===== config.mk =====
export PLATFORM = sky130hd
export DESIGN_NAME = ctrl_msg_queue
export DESIGN_NICKNAME = d
export VERILOG_FILES = /design/src/rtl/ctrl_msg_queue.sv
export SDC_FILE = /design/constraint.sdc
export NUM_CORES = 1
export LEC_CHECK = 0
export ABC_AREA = 1
export BUFFER_PORTS_ARGS = -buffer_cell sky130_fd_sc_hd__buf_4
export CORE_MARGIN = 1
export CORE_UTILIZATION = 58
export DETAILED_ROUTE_END_ITERATION = 12
export HOLD_SLACK_MARGIN = 0.03
export PLACE_DENSITY = 0.79
export SYNTH_ARGS = -nofsm -noshare
export SYNTH_HDL_FRONTEND = slang
export SYNTH_SLANG_ARGS = --single-unit

===== constraint.sdc =====
create_clock -name clock -period 2.2 [get_ports clock]
set_clock_uncertainty 0.1 [all_clocks]
set_input_delay 0.33 -clock clock [delete_from_list [all_inputs] [get_ports clock]]
set_output_delay 0.33 -clock clock [all_outputs]
set_load 0.1 [all_outputs]

===== src/rtl/ctrl_msg_queue.sv =====
// ctrl_msg_queue: buffers {source, type} control events arriving from the
// messenger and hands them to the CPU through the AQ/RQ/WQ local I/O handshake.
// Software can mask individual control types, and lost events are counted.
module ctrl_msg_queue #(
  parameter int DEPTH = 16
) (
  input  logic        clock,
  input  logic        reset,
  input  logic [4:3]  aq,
  input  logic        read,
  input  logic [31:0] wq,
  output logic        rwq,
  output logic [31:0] rqCtrl,
  output logic        wrq,
  output logic        done,
  input  logic        selCtrl,
  input  logic        ctrlValid,
  input  logic [3:0]  ctrlType,
  input  logic [3:0]  ctrlSrc,
  output logic        ctrlPending
);

  localparam int AW = $clog2(DEPTH);
  localparam logic [AW:0] FULL = (AW + 1)'(DEPTH);

  typedef enum logic [1:0] {
    idle,
    rdResp,
    wrResp
  } stateT;

  stateT       state;
  logic [7:0]  mem [DEPTH];
  logic [AW-1:0] wrPtr;
  logic [AW-1:0] rdPtr;
  logic [AW:0] cnt;
  logic [7:0]  ovf;
  logic [15:0] mask;
  logic        wrqReg;
  logic        rwqReg;
  logic        doneReg;

  logic        popEn;
  logic        acceptEv;
  logic        pushEn;
  logic        dropEn;
  logic        clrOvf;
  logic        loadMask;
  logic [4:0]  cntM1;
  logic        unusedWq;

  // Upper write-queue bits carry no meaning for this device.
  assign unusedWq = ^wq[31:16];

  // Queue bookkeeping: a pop frees a slot that a same-cycle push may reuse,
  // and the mask register still holds its old value while a mask load is pending.
  always_comb begin
    popEn    = (state == rdResp) && (cnt != '0);
    acceptEv = ctrlValid && mask[ctrlType];
    pushEn   = acceptEv && ((cnt < FULL) || popEn);
    dropEn   = acceptEv && !pushEn;
    clrOvf   = (state == wrResp) && (aq == 2'd1);
    loadMask = (state == wrResp) && (aq == 2'd0);
  end

  // Response data is built from the current head, so an event enqueued one
  // cycle earlier is already visible here.
  always_comb begin
    rqCtrl = '0;
    cntM1  = 5'(cnt - (AW + 1)'(1));
    if ((state == rdResp) && !reset) begin
      if (cnt != '0) rqCtrl = {1'b1, 7'b0, ovf, 3'b0, cntM1, mem[rdPtr]};
      else           rqCtrl = {1'b0, 7'b0, ovf, 16'b0};
    end
  end

  // Handshake strobes are suppressed while reset is held so an aborted
  // response never signals completion.
  assign wrq         = wrqReg  && !reset;
  assign rwq         = rwqReg  && !reset;
  assign done        = doneReg && !reset;
  assign ctrlPending = (cnt != '0);

  // Entry storage; contents need no reset because cnt defines what is valid.
  always_ff @(posedge clock) begin
    if (pushEn) mem[wrPtr] <= {ctrlSrc, ctrlType};
  end

  // Pointers, occupancy, overflow counter, mask and the request FSM.
  always_ff @(posedge clock) begin
    if (reset) begin
      state   <= idle;
      wrPtr   <= '0;
      rdPtr   <= '0;
      cnt     <= '0;
      ovf     <= '0;
      mask    <= 16'hFFFF;
      wrqReg  <= 1'b0;
      rwqReg  <= 1'b0;
      doneReg <= 1'b0;
    end else begin
      if (pushEn) wrPtr <= wrPtr + 1'b1;
      if (popEn)  rdPtr <= rdPtr + 1'b1;
      case ({pushEn, popEn})
        2'b10:   cnt <= cnt + 1'b1;
        2'b01:   cnt <= cnt - 1'b1;
        default: cnt <= cnt;
      endcase
      if (clrOvf)                          ovf <= '0;
      else if (dropEn && (ovf != 8'hFF))   ovf <= ovf + 8'd1;
      if (loadMask) mask <= wq[15:0];

      wrqReg  <= 1'b0;
      rwqReg  <= 1'b0;
      doneReg <= 1'b0;
      case (state)
        idle: begin
          if (selCtrl && read) begin
            state   <= rdResp;
            wrqReg  <= 1'b1;
            doneReg <= 1'b1;
          end else if (selCtrl) begin
            state   <= wrResp;
            rwqReg  <= 1'b1;
            doneReg <= 1'b1;
          end
        end
        rdResp:  state <= idle;
        wrResp:  state <= idle;
        default: state <= idle;
      endcase
    end
  end

endmodule


==> key figures <==
Run status
  • Status: complete, but fails checks
  • Failing checks: setup timing

Worst setup path
  • Req. time, crit path: between 1500 and 2000 ps
  • Kind of critical path: register to output pin
  • Worst EP arrival: around 2100 ps
  • CP Max Fanout: 5
  • Critical path launch point type: register
  • Setup crit end kind: output pin

STA
  • Worst hold slack: ~60 ps
  • Worst slew pin tran: 606 ps
  • Fmax: between 300 and 400 MHz
  • Setup ws final: -305 ps
  • Period Utilization, post-route: 1.14
  • Final hold vios: 0
  • RSZ-0062 raised after global routing: yes
  • Post-route minimum period: around 2500 ps
  • Total Neg Setup Slack: -2530 ps
  • Max-slew violation count: 0
  • Setup-failing EPs final: 13
  • Slew margin rel.: 0.596

Final layout
  • Final nets: slightly below 900
  • Utilization after layout: 0.790
  • Most frequent cells in the layout: edfxtp_1 (128), buf_4 (90), inv_1 (83), nand2_1 (73), a21oi_1 (46)
  • Non-filler cells, final: roughly 1000
  • Sequential Area: around 4800 um^2
  • Multi-input gate area: 2680 um^2
  • Inserted Diodes: 0
  • Layout cells sized above 1: 0.299
  • Fill count: around 750
  • Synth-to-Final Area Change: 31.7%
  • Most common cell after layout, fill and taps aside: edfxtp_1

Yosys
  • Ys flop type: edfxtp_1
  • Synth top area cells: edfxtp_1 (50%), dfxtp_1 (12%), inv_1 (4.3%)
  • EDFF count, synth: between 100 and 150
  • Register area share after synthesis: 0.624
  • Synth unique cells: 39
  • Avg Inst Size Synth: 10.9 um^2
  • Top cell type by total area after synthesis: edfxtp_1
  • Register bit total from synthesis: roughly 170
  • Warnings from Yosys: 0
  • FFs w/ async S/R, synth: 0
  • Post-synthesis cell area: ~7600 um^2
  • Top cell type's share of synthesized area: 0.504
  • Cells after Synth: 702

Place
  • Placed cells: 944
  • DPL Wire Length: 10800 um
  • Setup WS pre-CTS: -75.7 ps
  • GPL Wtd Cong: 0.817
  • Port Buffers: between 50 and 60

Floorplanning
  • FP Rows: 41
  • # IOs: 83
  • Core Area: ~13000 um^2
  • Die footprint: between 10000 and 15000 um^2
  • Initial Utilization: 0.600
  • Die width: 117 um
  • Die height: between 100 and 150 um

Drt
  • Initial DRC Count: ~440
  • Final ANT Viol Nets: 0
  • Via/cell ratio: 5.64
  • DR vias: 5731
  • DRC viols: 0
  • Drt wl/cell: between 15 and 20 um
  • Detailed Route WL: around 18000 um
  • Router iterations before antenna repair: 5

Clock network
  • # H-tree levels: 4
  • Clk sinks: about 170
  • CTS Buf Count: 17
  • Clock latency on the worst-skew pair: around 430 ps
  • Root buf cell: clkbuf_16
  • Clock slew at reported path FFs: 60 ps
  • Clk buf depth: 2
  • CTS tree: yes

Pwr
  • Peak supply drop: about 580 uV
  • Power Density: approximately 750 nW/um^2
  • Leak Pwr: roughly 3.9 nW

Global routing
  • Vias in the first global route: 5646
  • Largest net degree at the start of global routing: 32
  • Global-route wire length before repair: roughly 28000 um
  • Initial antenna violation count: 0
  • Total Routing Usage GR: 0.287
  • Grt ovf: 0

Run
  • Max-Cap Viols: 0

Min path
  • Worst min path class: input port to register
-- where the power goes --
part / leakage, nW / internal (mW) / switching [mW]
clock network: 0.275 / 1.70 / 1.26
registers: 1.53 / 3.57 / 0.0300
logic: 2.06 / 0.364 / 0.590
total: 3.86 / 5.64 / 1.88
-- final cells by class --
cell class,instances,share of cell area
clock inverters,13,0.0139
inverters,93,0.0390
multi-input cells,406,0.266
clock buffers,19,0.0441
flip-flops and latches,174,0.475
well taps,172,0.0214
repair inverters,1,0.00162
repair buffers,138,0.138
-- final timing paths --
| check | from | endpoint | slack, ps | cells after the start |
|---|---|---|---|---|
| max | register | rqCtrl[5] | -300 | 9 |
| min | wq[4] | mask[4] | 60 | 3 |
| max reg2reg | cnt[1] | cnt[4] | 60 | 12 |
| min reg2reg | mask[8] | mask[8] | 390 | 2 |
-- critical path, cell delays in order (launching register included) --
cell,delay [ps]
dfxtp_4,400
buf_6,150
buf_6,110
mux2i_1,190
o21ai_1,110
o22ai_2,270
nand2_2,100
nand2_4,100
nor2_4,40
buf_12,170
-- per-stage QoR --
stage,power [mW],instance area (um^2)
finish,7.51,10100
global route,7.73,10100
CTS,7.47,9900
detailed placement,4.42,8750
global placement,4.39,8750
floorplan,4.21,7930
-- registers in the layout, summed over array words and instances, names as in the netlist, named ones only --
name and flops:
rdPtr 4, state 2, doneReg 1, ovf 8
mask 16, wrqReg 1, cnt 5, wrPtr 4
rwqReg 1, mem 128
-- cell usage after synthesis, types with 2 or more instances --
| library cell | count |
|---|---|
| a21oi_1 | 58 |
| buf_2 | 11 |
| buf_4 | 12 |
| buf_6 | 2 |
| clkbuf_1 | 13 |
| clkinv_1 | 2 |
| dfxtp_1 | 46 |
| edfxtp_1 | 128 |
| ha_1 | 9 |
| inv_1 | 87 |
| inv_2 | 3 |
| mux2i_1 | 32 |
| nand2_1 | 86 |
| nand2_4 | 5 |
| nand3_1 | 19 |
| nand3_2 | 2 |
| nand3_4 | 2 |
| nor2_1 | 52 |
| nor2_2 | 5 |
| nor3_1 | 4 |
| nor4_1 | 2 |
| o211ai_1 | 29 |
| o21ai_0 | 62 |
| o22ai_1 | 8 |
| or2_2 | 2 |
| xor2_1 | 8 |
-- kinds of logic (layout without fill, tap and decap cells) --
kind of cell / count (synthesis) / count (layout) / synth area share
other: 1 / 10 / 0.000491
AND/OR/NAND/NOR: 185 / 185 / 0.115
XOR/XNOR: 9 / 9 / 0.0103
buffers and inverters: 131 / 264 / 0.0748
adder cells (fa/ha/maj): 9 / 9 / 0.0148
multiplexers: 32 / 32 / 0.0420
flip-flops: 174 / 174 / 0.624
AO/OA/AOI/OAI: 161 / 161 / 0.118
-- layer usage --
layer  GRT usage  part of all wire
met1       0.325              0.38
met2       0.501              0.53
met3      0.0732             0.059
met4       0.148             0.032
met5           0                 0
-- timing repair --
item                                   in CTS  in global routing
gates cloned                                1                  0
endpoints found under the hold margin      17                  0
gates resized for setup                    80                 34
buffers inserted                           17                  8
hold buffers                               16                  0
pin swaps                                  17                 13
setup endpoints to repair                  22                 23
No activity file was read; power rests on OpenSTA's default activity.
